==> src/rtl/song_player_pkg.sv <==
// Shared note, mode and song definitions used by the melody player, 7-seg display and tone stages.
// Also holds the player FSM state type and the note-code -> frequency lookup.
package song_player_pkg;

  localparam logic [31:0] DO_LOW  = 32'd131;
  localparam logic [31:0] RE_LOW  = 32'd147;
  localparam logic [31:0] MI_LOW  = 32'd165;
  localparam logic [31:0] FA_LOW  = 32'd175;
  localparam logic [31:0] SO_LOW  = 32'd196;
  localparam logic [31:0] LA_LOW  = 32'd220;
  localparam logic [31:0] SI_LOW  = 32'd247;
  localparam logic [31:0] DO      = 32'd262;
  localparam logic [31:0] RE      = 32'd294;
  localparam logic [31:0] MI      = 32'd330;
  localparam logic [31:0] FA      = 32'd349;
  localparam logic [31:0] SO      = 32'd392;
  localparam logic [31:0] LA      = 32'd440;
  localparam logic [31:0] SI      = 32'd494;
  localparam logic [31:0] DO_HIGH = 32'd523;
  localparam logic [31:0] RE_HIGH = 32'd587;
  localparam logic [31:0] MI_HIGH = 32'd659;
  localparam logic [31:0] FA_HIGH = 32'd698;
  localparam logic [31:0] SO_HIGH = 32'd784;
  localparam logic [31:0] LA_HIGH = 32'd880;
  localparam logic [31:0] SI_HIGH = 32'd988;

  typedef enum logic [1:0] {MODE_FREE = 2'd0, MODE_AUTO = 2'd1, MODE_LEARN = 2'd2} mode_e;
  typedef enum logic [1:0] {SONG1 = 2'd0, SONG2 = 2'd1, SONG3 = 2'd2} song_e;

  typedef enum logic [4:0] {
    N_REST = 5'd0,
    N_DO_L, N_RE_L, N_MI_L, N_FA_L, N_SO_L, N_LA_L, N_SI_L,
    N_DO_M, N_RE_M, N_MI_M, N_FA_M, N_SO_M, N_LA_M, N_SI_M,
    N_DO_H, N_RE_H, N_MI_H, N_FA_H, N_SO_H, N_LA_H, N_SI_H
  } note_e;

  typedef enum logic [2:0] {S_IDLE, S_FETCH, S_LOAD, S_NOTE, S_GAP, S_END} state_e;

  // Codes 22-31 fall through to silence, same as an explicit rest.
  function automatic logic [31:0] note_fre(input logic [4:0] code);
    logic [31:0] f;
    case (code)
      N_DO_L:  f = DO_LOW;
      N_RE_L:  f = RE_LOW;
      N_MI_L:  f = MI_LOW;
      N_FA_L:  f = FA_LOW;
      N_SO_L:  f = SO_LOW;
      N_LA_L:  f = LA_LOW;
      N_SI_L:  f = SI_LOW;
      N_DO_M:  f = DO;
      N_RE_M:  f = RE;
      N_MI_M:  f = MI;
      N_FA_M:  f = FA;
      N_SO_M:  f = SO;
      N_LA_M:  f = LA;
      N_SI_M:  f = SI;
      N_DO_H:  f = DO_HIGH;
      N_RE_H:  f = RE_HIGH;
      N_MI_H:  f = MI_HIGH;
      N_FA_H:  f = FA_HIGH;
      N_SO_H:  f = SO_HIGH;
      N_LA_H:  f = LA_HIGH;
      N_SI_H:  f = SI_HIGH;
      default: f = 32'd0;
    endcase
    return f;
  endfunction

  function automatic logic [7:0] rom_entry(input note_e note, input logic [2:0] beats);
    return {note, beats};
  endfunction

endpackage

==> src/rtl/song_player_rom.sv <==
// Song table ROM: address {song[1:0], entry[5:0]}, entry = {note[4:0], beats[2:0]}, registered output.
// TEST_IMAGE selects a small fixed image used for simulation instead of the production songs.
module song_rom
  import song_player_pkg::*;
#(
  parameter bit TEST_IMAGE = 1'b0
) (
  input  logic       clk,
  input  logic [7:0] addr,
  output logic [7:0] data
);

  logic [7:0] word;

  always_comb begin
    word = 8'h00;
    if (TEST_IMAGE) begin
      case (addr)
        8'h00:   word = rom_entry(N_DO_M, 3'd1);
        8'h01:   word = rom_entry(N_REST, 3'd2);
        8'h02:   word = rom_entry(N_SI_H, 3'd3);
        8'h40:   word = rom_entry(N_DO_L, 3'd1);
        8'h41:   word = rom_entry(N_SO_L, 3'd1);
        8'h42:   word = {5'd25, 3'd1};
        8'h43:   word = rom_entry(N_SI_L, 3'd1);
        8'h44:   word = rom_entry(N_DO_M, 3'd1);
        8'h45:   word = rom_entry(N_SI_M, 3'd1);
        8'h46:   word = rom_entry(N_DO_H, 3'd1);
        8'h47:   word = rom_entry(N_SI_H, 3'd1);
        8'h80:   word = rom_entry(N_MI_M, 3'd2);
        default: word = 8'h00;
      endcase
    end else begin
      case (addr)
        // song1: twinkle twinkle
        8'h00:   word = rom_entry(N_DO_M, 3'd1);
        8'h01:   word = rom_entry(N_DO_M, 3'd1);
        8'h02:   word = rom_entry(N_SO_M, 3'd1);
        8'h03:   word = rom_entry(N_SO_M, 3'd1);
        8'h04:   word = rom_entry(N_LA_M, 3'd1);
        8'h05:   word = rom_entry(N_LA_M, 3'd1);
        8'h06:   word = rom_entry(N_SO_M, 3'd2);
        8'h07:   word = rom_entry(N_FA_M, 3'd1);
        8'h08:   word = rom_entry(N_FA_M, 3'd1);
        8'h09:   word = rom_entry(N_MI_M, 3'd1);
        8'h0A:   word = rom_entry(N_MI_M, 3'd1);
        8'h0B:   word = rom_entry(N_RE_M, 3'd1);
        8'h0C:   word = rom_entry(N_RE_M, 3'd1);
        8'h0D:   word = rom_entry(N_DO_M, 3'd2);
        // song2: ode to joy, first phrase
        8'h40:   word = rom_entry(N_MI_M, 3'd1);
        8'h41:   word = rom_entry(N_MI_M, 3'd1);
        8'h42:   word = rom_entry(N_FA_M, 3'd1);
        8'h43:   word = rom_entry(N_SO_M, 3'd1);
        8'h44:   word = rom_entry(N_SO_M, 3'd1);
        8'h45:   word = rom_entry(N_FA_M, 3'd1);
        8'h46:   word = rom_entry(N_MI_M, 3'd1);
        8'h47:   word = rom_entry(N_RE_M, 3'd1);
        8'h48:   word = rom_entry(N_DO_M, 3'd1);
        8'h49:   word = rom_entry(N_DO_M, 3'd1);
        8'h4A:   word = rom_entry(N_RE_M, 3'd1);
        8'h4B:   word = rom_entry(N_MI_M, 3'd1);
        8'h4C:   word = rom_entry(N_MI_M, 3'd2);
        8'h4D:   word = rom_entry(N_RE_M, 3'd1);
        8'h4E:   word = rom_entry(N_RE_M, 3'd2);
        // song3: rising scale with a rest before the top note
        8'h80:   word = rom_entry(N_DO_M, 3'd1);
        8'h81:   word = rom_entry(N_RE_M, 3'd1);
        8'h82:   word = rom_entry(N_MI_M, 3'd1);
        8'h83:   word = rom_entry(N_FA_M, 3'd1);
        8'h84:   word = rom_entry(N_SO_M, 3'd1);
        8'h85:   word = rom_entry(N_LA_M, 3'd1);
        8'h86:   word = rom_entry(N_SI_M, 3'd1);
        8'h87:   word = rom_entry(N_REST, 3'd1);
        8'h88:   word = rom_entry(N_DO_H, 3'd4);
        default: word = 8'h00;
      endcase
    end
  end

  always_ff @(posedge clk) data <= word;

endmodule

==> src/rtl/song_player.sv <==
// Melody sequencer: walks the song ROM and drives note frequency (fre) and song index (num).
// Define SONG_PLAYER_LOOP_EN to repeat the song until stop/!en instead of playing it once.
//   state   | meaning
//   IDLE    | waiting for start
//   FETCH   | ROM address {num,note_idx} presented
//   LOAD    | ROM word available: end marker -> END, else load note and beat timer
//   NOTE    | note sounding for beats*BEAT_CYC cycles
//   GAP     | silent articulation gap of GAP_CYC cycles
//   END     | one-cycle done pulse
module song_player
  import song_player_pkg::*;
#(
  parameter int unsigned BEAT_CYC   = 25_000_000,
  parameter int unsigned GAP_CYC    = 2_500_000,
  parameter int unsigned SONG_LEN   = 64,
  parameter int unsigned NUM_SONGS  = 3,
  parameter bit          TEST_IMAGE = 1'b0
) (
  input  logic        clk,
  input  logic        rst_n,
  input  logic        en,
  input  logic        start,
  input  logic        stop,
  input  logic [1:0]  song_sel,
  output logic [31:0] fre,
  output logic [1:0]  num,
  output logic [5:0]  note_idx,
  output logic        playing,
  output logic        done
);

`ifdef SONG_PLAYER_LOOP_EN
  localparam bit LOOP_EN = 1'b1;
`else
  localparam bit LOOP_EN = 1'b0;
`endif

  localparam logic [5:0]  LAST_IDX = 6'(SONG_LEN - 1);
  localparam logic [31:0] BEAT_LEN = 32'(BEAT_CYC);
  localparam logic [31:0] GAP_LOAD = 32'(GAP_CYC - 1);

  state_e      state, state_nxt;
  logic [31:0] cnt, cnt_nxt;
  logic [31:0] fre_nxt;
  logic [1:0]  num_nxt;
  logic [5:0]  idx_nxt;
  logic        playing_nxt;
  logic [7:0]  rom_data;
  logic [4:0]  rom_note;
  logic [2:0]  rom_beats;
  logic        song_ok;

  assign rom_note  = rom_data[7:3];
  assign rom_beats = rom_data[2:0];
  assign song_ok   = 32'(song_sel) < NUM_SONGS;
  assign done      = (state == S_END);

  song_rom #(.TEST_IMAGE(TEST_IMAGE)) u_rom (
    .clk  (clk),
    .addr ({num, note_idx}),
    .data (rom_data)
  );

  always_comb begin
    state_nxt   = state;
    cnt_nxt     = cnt;
    fre_nxt     = fre;
    num_nxt     = num;
    idx_nxt     = note_idx;
    playing_nxt = playing;
    if (stop || !en) begin
      state_nxt   = S_IDLE;
      cnt_nxt     = '0;
      fre_nxt     = '0;
      playing_nxt = 1'b0;
    end else begin
      case (state)
        S_IDLE: begin
          if (start && song_ok) begin
            num_nxt     = song_sel;
            idx_nxt     = '0;
            playing_nxt = 1'b1;
            state_nxt   = S_FETCH;
          end
        end
        S_FETCH: state_nxt = S_LOAD;
        S_LOAD: begin
          if (rom_beats == 3'd0) begin
            state_nxt = S_END;
          end else begin
            state_nxt = S_NOTE;
            fre_nxt   = note_fre(rom_note);
            cnt_nxt   = 32'(rom_beats) * BEAT_LEN - 32'd1;
          end
        end
        S_NOTE: begin
          if (cnt == '0) begin
            state_nxt = S_GAP;
            fre_nxt   = '0;
            cnt_nxt   = GAP_LOAD;
          end else begin
            cnt_nxt = cnt - 32'd1;
          end
        end
        S_GAP: begin
          if (cnt == '0) begin
            if (note_idx == LAST_IDX) begin
              state_nxt = S_END;
            end else begin
              idx_nxt   = note_idx + 6'd1;
              state_nxt = S_FETCH;
            end
          end else begin
            cnt_nxt = cnt - 32'd1;
          end
        end
        S_END: begin
          fre_nxt = '0;
          if (LOOP_EN) begin
            idx_nxt   = '0;
            state_nxt = S_FETCH;
          end else begin
            state_nxt = S_IDLE;
          end
        end
        default: state_nxt = S_IDLE;
      endcase
      // Single-play drops playing together with the done pulse.
      if (!LOOP_EN && state_nxt == S_END) playing_nxt = 1'b0;
    end
  end

  always_ff @(posedge clk or negedge rst_n) begin
    if (!rst_n) begin
      state    <= S_IDLE;
      cnt      <= '0;
      fre      <= '0;
      num      <= '0;
      note_idx <= '0;
      playing  <= 1'b0;
    end else begin
      state    <= state_nxt;
      cnt      <= cnt_nxt;
      fre      <= fre_nxt;
      num      <= num_nxt;
      note_idx <= idx_nxt;
      playing  <= playing_nxt;
    end
  end

endmodule

==> config.mk <==
export PLATFORM = sky130hd
export DESIGN_NAME = song_player
export DESIGN_NICKNAME = d
export VERILOG_FILES = /design/src/rtl/song_player_pkg.sv /design/src/rtl/song_player_rom.sv /design/src/rtl/song_player.sv
export SDC_FILE = /design/constraint.sdc
export NUM_CORES = 1
export LEC_CHECK = 0
export CORE_MARGIN = 2
export CORE_UTILIZATION = 45
export DETAILED_ROUTE_END_ITERATION = 7
export HOLD_SLACK_MARGIN = 0.12
export PLACE_DENSITY = 0.69
export SLEW_MARGIN = 30
export SYNTH_ARGS = -nofsm -noshare
export SYNTH_HDL_FRONTEND = slang
export SYNTH_SLANG_ARGS = --single-unit
==> constraint.sdc <==
create_clock -name clk -period 6.1 [get_ports clk]
set_input_delay 0.61 -clock clk [delete_from_list [all_inputs] [get_ports clk]]
set_output_delay 0.61 -clock clk [all_outputs]
set_load 0.01 [all_outputs]
==> summary.log, run 1 <==
qor: run_status.status finished clean
qor: route.drt-pass1-iter-count 5
qor: worst_setup_path.start_kind register
qor: worst_setup_path.timing.reg2reg.worst_path_depth 11
qor: yosys.synth-async-reset-ratio 80.6%
qor: yosys.yosys_most_used_dff sky130_fd_sc_hd__dfrtp_1
qor: timing.tightest_slew 888 ps
qor: timing.finalClockSkew 10.0 ps
qor: worst_setup_path.worst-r2r-setup-slack 2150 ps
qor: route.vias 4,833
qor: global_routing.number_of_global_route_vias_before_repair 4,637
qor: worst_setup_path.crit_chain fa_1 -> ha_1 -> fa_1 -> nor2b_1 -> o31a_1 -> o21ai_1 -> xor2_1 -> nand4_1 -> a2111oi_2 -> xor2_1 -> o32a_1
qor: power_and_ir_drop.peakVddDrop 0.167 mV
qor: global_routing.maximum_number_of_pins_on_one_net_before_global_route_repair 55
qor: route.postRouteWirelength 13,500 um
qor: yosys.compound_gate_fraction_of_synth_area 23.5%
qor: clock_tree.cts.path.max_buffers 2
qor: placement.dp_cells 785
qor: placement.placement.cell_area 0.00551 mm^2
qor: floorplan.chip_width 112 um
qor: timing.finalSetupTns 0 ps
qor: timing.unrepaired_setup_endpoints_after_global_routing no
qor: clock_tree.postCtsSetupRepairBufs 0
qor: floorplan.floorplan.io_pins 49
qor: clock_tree.maximum_level_of_the_cts_h_tree 3
qor: worst_setup_path.critPathBufInv 0
qor: global_routing.number_of_antenna_violations_at_the_first_check_in_global_routing 0
qor: power_and_ir_drop.pwr_density_cell 291 mW/mm^2
qor: placement.port_buffers 26
qor: clock_tree.clkSinkCount 67
qor: finish.final_design_area_no_fill 0.00582 mm^2
qor: yosys.share_of_synthesized_cell_area_in_and_or_nand_and_nor_gates 25.6%
qor: timing.worst_slack 2150 ps
qor: floorplan.placement_rows 39
qor: timing.report.final.hold_viol_count 0
qor: timing.finalMaxSlewViolations 0
qor: clock_tree.numCtsBuffers 9
qor: yosys.muxShareOfSynthArea 1.19%
qor: timing.fmaxAchievable 253 MHz
qor: finish.design.final.nets 690
qor: finish.num_antenna_cells 0
qor: finish.final.fill_count 1,108
qor: yosys.post_synth_instance_area 0.00526 mm^2
qor: worst_setup_path.critical_path_peak_fanout 10
qor: worst_setup_path.crit_arrival 4190 ps
qor: yosys.post_synth_inst_count 642
qor: timing.hold_ws 390 ps
qor: route.routed_wire_length_per_instance 16.8 um
qor: finish.layout-drive-gt1-share 6.84%
qor: worst_setup_path.critical_path_class reg -> reg
qor: clock_tree.cts-resized-gates 0
qor: worst_setup_path.crit_path_end_kind register
qor: route.initialDrtViolationCount 264
qor: placement.place_hpwl 9610 um
qor: finish.leading_cell_type_in_the_layout_fill_and_taps_excluded sky130_fd_sc_hd__nor2_1
qor: global_routing.grt_first_pass_wirelength 22,800 um
qor: timing.fin_crit_sh 64.7%
qor: min_path.hold_path_class in -> async
qor: clock_tree.tritoncts done
qor: power_and_ir_drop.power_leakage 0.00244 uW
qor: worst_setup_path.worst_path_dominant_cell_family adder cells
qor: yosys.yosysSeqAreaShare 30.7%
qor: placement.routabilityCongestion 0.912
qor: global_routing.total_grt_usage 22.0%
qor: clock_tree.clock_insertion_delay_worst_skew 350 ps
qor: timing.setup_viol_count_final 0
qor: worst_setup_path.critPathMaxStageDelay 550 ps
qor: route.drcViolationCount 0
qor: worst_setup_path.critical_path_required 6340 ps
qor: floorplan.floorplan.initialDensity 46.0%
qor: yosys.synth-seq-cells 67
qor: finish.layout-area-overhead-vs-synth 10.8%
qor: finish.most-common-layout-cells sky130_fd_sc_hd__nor2_1, sky130_fd_sc_hd__nand2_1, sky130_fd_sc_hd__o21ai_0
qor: yosys.synth-xor-area-share 4.33%
qor: clock_tree.clk_transition_reported_paths 70 ps
qor: timing.post-route-min-period 3950 ps
qor: yosys.yosysWarnings 0
qor: worst_setup_path.critical_path_depth 11
qor: yosys.syn_avg_cell_area 8.19 um^2
qor: floorplan.placeableCoreArea 0.0114 mm^2
qor: floorplan.fp.dieArea 0.0126 mm^2
qor: finish.post_layout_cell_count 801
qor: route.detail-route-antenna-nets 0
qor: yosys.post_synth_num_cell_types 81
qor: job.maxCapViolations 0
qor: yosys.synth_adder_area_share 7.57%
qor: yosys.synth_top_family_by_area simple AND/OR/NAND/NOR gates
qor: placement.pre_cts_ws 2160 ps
qor: yosys.synth_enable_flop_cells 0
qor: timing.timing.slew.headroom 40.4%
qor: clock_tree.holdBufCountCts 0
qor: clock_tree.clockRootBuffer sky130_fd_sc_hd__clkbuf_16
qor: floorplan.die-height 112 um
qor: route.detail_route.vias_per_cell 6.03
qor: global_routing.gr-total-overflow 0
qor: worst_setup_path.cp_slowest_cell sky130_fd_sc_hd__dfxtp_1
## power by group
part,internal (uW),switching [uW]
Combinational,237,387
Clock,324,224
Sequential,480,39.8
## cells by family (layout without fill, tap and decap cells)
logic type | Yosys count | count (layout)
buffers and inverters | 71 | 66
multiplexers | 6 | 6
AO/OA/AOI/OAI | 186 | 186
other | 1 | 22
AND/OR/NAND/NOR | 255 | 255
flip-flops | 67 | 67
adder cells (fa/ha/maj) | 30 | 30
XOR/XNOR | 26 | 26
## layer usage
metal,GRT usage (%),vias up,share of wire [%]
met1,29.3,2327,44
li1,-,2323,-
met2,36.6,161,49
met3,3.78,22,5.8
met4,7.24,0,1.6
met5,0,-,0
## Yosys cell counts (9+ instances only)
library cell | instances | area share (%)
sky130_fd_sc_hd__a21oi_1 | 39 | 3.7
sky130_fd_sc_hd__nand2_1 | 59 | 4.2
sky130_fd_sc_hd__a22o_1 | 11 | 1.8
sky130_fd_sc_hd__xnor2_1 | 14 | 2.3
sky130_fd_sc_hd__dfxtp_1 | 13 | 5.0
sky130_fd_sc_hd__nor3_1 | 32 | 3.0
sky130_fd_sc_hd__dfrtp_1 | 54 | 26
sky130_fd_sc_hd__clkbuf_1 | 19 | 1.4
sky130_fd_sc_hd__xor2_1 | 12 | 2.0
sky130_fd_sc_hd__nor4_1 | 9 | 1.1
sky130_fd_sc_hd__inv_1 | 18 | 1.3
sky130_fd_sc_hd__o21ai_0 | 56 | 5.3
sky130_fd_sc_hd__nor2_1 | 63 | 4.5
sky130_fd_sc_hd__nor2b_1 | 12 | 1.4
sky130_fd_sc_hd__buf_4 | 23 | 3.3
sky130_fd_sc_hd__ha_1 | 27 | 6.4
sky130_fd_sc_hd__nand3_1 | 18 | 1.7
## through the flow
step	util (%)	total power [uW]
after floorplan	-	1010
after global placement	48.2	1130
after detailed placement	48.2	1140
after CTS	50.9	1690
after global routing	51.0	1790
final	51.0	1690
## layout make-up
type                       instances  area [um^2]  share of cell area (%)
clock inverter                     7         83.8                    1.44
inverter                          19         71.3                    1.23
multi-input combinational        525         3360                    57.7
clock buffer                       9          225                    3.87
timing repair buffer              31          293                    5.03
sequential                        67         1610                    27.7
tap                              143          179                    3.07
## final timing paths
| kind | from | end |
|---|---|---|
| worst min-delay path | rst_n | cnt[19] |
| worst min register to register | register | fre[3] |
| worst max register to register | u_rom.data[0] | cnt[25] |
| max in group asynchronous | rst_n | state[0] |
| worst max-delay path | u_rom.data[0] | cnt[25] |
| min in group clk | register | fre[3] |
No activity file was read; power rests on OpenSTA's default activity.
==> inputs of run 2 (changes only) <==
==> constraint.sdc (replaced) <==
create_clock -name clk -period 3.64 [get_ports clk]
set_input_delay 0.364 -clock clk [delete_from_list [all_inputs] [get_ports clk]]
set_output_delay 0.364 -clock clk [all_outputs]
set_load 0.01 [all_outputs]
==> summary.log, run 2 (same netlist as run 1, synthesis figures left out) <==
qor: worst_setup_path.timing.reg2reg.worst_path_depth 11
qor: worst_setup_path.critical_path_class reg -> reg
qor: finish.leading_cell_type_in_the_layout_fill_and_taps_excluded sky130_fd_sc_hd__nor2_1
qor: clock_tree.tritoncts done
qor: global_routing.number_of_global_route_vias_before_repair 4,752
qor: timing.finalSetupTns 0 ps
qor: placement.routabilityCongestion 0.972
qor: min_path.hold_path_depth 1
qor: global_routing.grt_first_pass_wirelength 23,400 um
qor: timing.setup_viol_count_final 0
qor: placement.place_hpwl 10,200 um
qor: global_routing.gr-total-overflow 0
qor: timing.worst_slack 206 ps
qor: finish.final_design_area_no_fill 0.00596 mm^2
qor: timing.tightest_slew 914 ps
qor: timing.finalMaxSlewViolations 0
qor: floorplan.floorplan.initialDensity 46.0%
qor: finish.most-common-layout-cells sky130_fd_sc_hd__nor2_1, sky130_fd_sc_hd__nand2_1, sky130_fd_sc_hd__o21ai_0
qor: clock_tree.clockRootBuffer sky130_fd_sc_hd__clkbuf_16
qor: worst_setup_path.critPathMaxStageDelay 450 ps
qor: finish.design.final.nets 707
qor: timing.finalClockSkew 7.85 ps
qor: power_and_ir_drop.peakVddDrop 0.281 mV
qor: worst_setup_path.critical_path_required 3880 ps
qor: finish.num_antenna_cells 0
qor: run_status.status finished clean
qor: worst_setup_path.critical_path_peak_fanout 7
qor: placement.placement.cell_area 0.00562 mm^2
qor: worst_setup_path.crit_arrival 3680 ps
qor: clock_tree.maximum_level_of_the_cts_h_tree 3
qor: timing.fin_crit_sh 94.3%
qor: timing.post-route-min-period 3430 ps
qor: global_routing.maximum_number_of_pins_on_one_net_before_global_route_repair 29
qor: worst_setup_path.start_kind register
qor: clock_tree.numCtsBuffers 9
qor: placement.pre_cts_ws 143 ps
qor: power_and_ir_drop.power_leakage 0.00251 uW
qor: route.detail-route-antenna-nets 0
qor: timing.hold_ws 451 ps
qor: finish.layout-drive-gt1-share 10.1%
qor: clock_tree.clock_insertion_delay_worst_skew 340 ps
qor: timing.report.final.hold_viol_count 0
qor: floorplan.floorplan.io_pins 49
qor: floorplan.die-height 112 um
qor: job.maxCapViolations 0
qor: power_and_ir_drop.pwr_density_cell 487 mW/mm^2
qor: clock_tree.cts.path.max_buffers 2
qor: floorplan.placement_rows 39
qor: finish.post_layout_cell_count 818
qor: global_routing.total_grt_usage 22.8%
qor: route.vias 4,999
qor: worst_setup_path.crit_path_end_kind register
qor: route.routed_wire_length_per_instance 17.3 um
qor: worst_setup_path.cp_slowest_cell sky130_fd_sc_hd__ha_2
qor: timing.fmaxAchievable 291 MHz
qor: worst_setup_path.crit_chain inv_1 -> ha_1 -> ha_2 -> and3b_1 -> nand3_1 -> a31oi_1 -> o31ai_1 -> or2_2 -> nor4_1 -> xnor2_1 -> a211oi_1
qor: min_path.hold_path_class reg -> reg
qor: route.detail_route.vias_per_cell 6.11
qor: floorplan.fp.dieArea 0.0126 mm^2
qor: clock_tree.clk_transition_reported_paths 60 ps
qor: route.drt-pass1-iter-count 5
qor: placement.port_buffers 26
qor: clock_tree.clkSinkCount 67
qor: floorplan.placeableCoreArea 0.0114 mm^2
qor: route.postRouteWirelength 14,100 um
qor: route.drcViolationCount 0
qor: global_routing.number_of_antenna_violations_at_the_first_check_in_global_routing 0
qor: floorplan.chip_width 112 um
qor: finish.layout-area-overhead-vs-synth 13.4%
qor: placement.dp_cells 800
qor: timing.timing.slew.headroom 38.6%
qor: route.initialDrtViolationCount 251
==> run 2: changes by cell type in the layout (fill, tap and decap cells not counted), moves of 2 or more <==
cell                      delta
sky130_fd_sc_hd__buf_4      +16
sky130_fd_sc_hd__dfxtp_1     -3
sky130_fd_sc_hd__ha_2        +2
sky130_fd_sc_hd__dfxtp_2     +2
sky130_fd_sc_hd__ha_1        -2
==> run 2: area by class of cell <==
class / count / area, um^2
tap: 143 / 179
inverter: 19 / 71.3
timing repair buffer: 48 / 423
clock buffer: 10 / 239
fill: 1109 / 5460
clock inverter: 6 / 47.5
sequential: 67 / 1620
multi-input combinational: 525 / 3380
==> run 2: path summary, 6_finish.rpt <==
path | slack [ps] | end | from
min in group asynchronous | 590 | cnt[20] | rst_n
hold reg to reg | 450 | fre[2] | register
hold / removal | 450 | fre[2] | register
setup reg to reg | 210 | cnt[26] | u_rom.data[2]
setup / recovery | 210 | cnt[26] | u_rom.data[2]
max in group asynchronous | 2180 | fre[6] | rst_n
==> run 2: what timing repair did <==
item,4_1_cts,5_1_grt
resized for setup,0,9
hold buffers,1,0
endpoints found under the setup margin,0,8
endpoints found under the hold margin,26,0
setup buffers,0,1
==> run 2: stage by stage <==
step                power [uW]  util, %
CTS                       2850     51.8
floorplan                 1690        -
finish                    2900     52.2
detailed placement        2010     49.2
global placement          1990     49.2
global route              3060     52.2
==> run 2: metal layers <==
| metal | global-route usage, % | share of wire, % | vias up |
|---|---|---|---|
| met5 | 0 | 0 | - |
| met4 | 7.89 | 2.2 | 0 |
| met3 | 4.05 | 5.2 | 26 |
| met2 | 38.2 | 49 | 163 |
| met1 | 30.1 | 44 | 2454 |
| li1 | - | - | 2356 |
==> run 2: power by group <==
| part | total [uW] | leakage, uW | switching (uW) | internal, uW |
|---|---|---|---|---|
| combinational | 1210 | 0.00151 | 719 | 486 |
| sequential | 866 | 0.000858 | 56.7 | 809 |
| clock | 830 | 0.000139 | 346 | 485 |
==> run 2: critical path, delay by kind of cell (launching register included) <==
kind	cells	cell delay, ps
AND/OR/NAND/NOR	4	1140
flip-flops	1	380
adder cells (fa/ha/maj)	2	890
buffers and inverters	1	150
XOR/XNOR	1	160
AO/OA/AOI/OAI	3	630
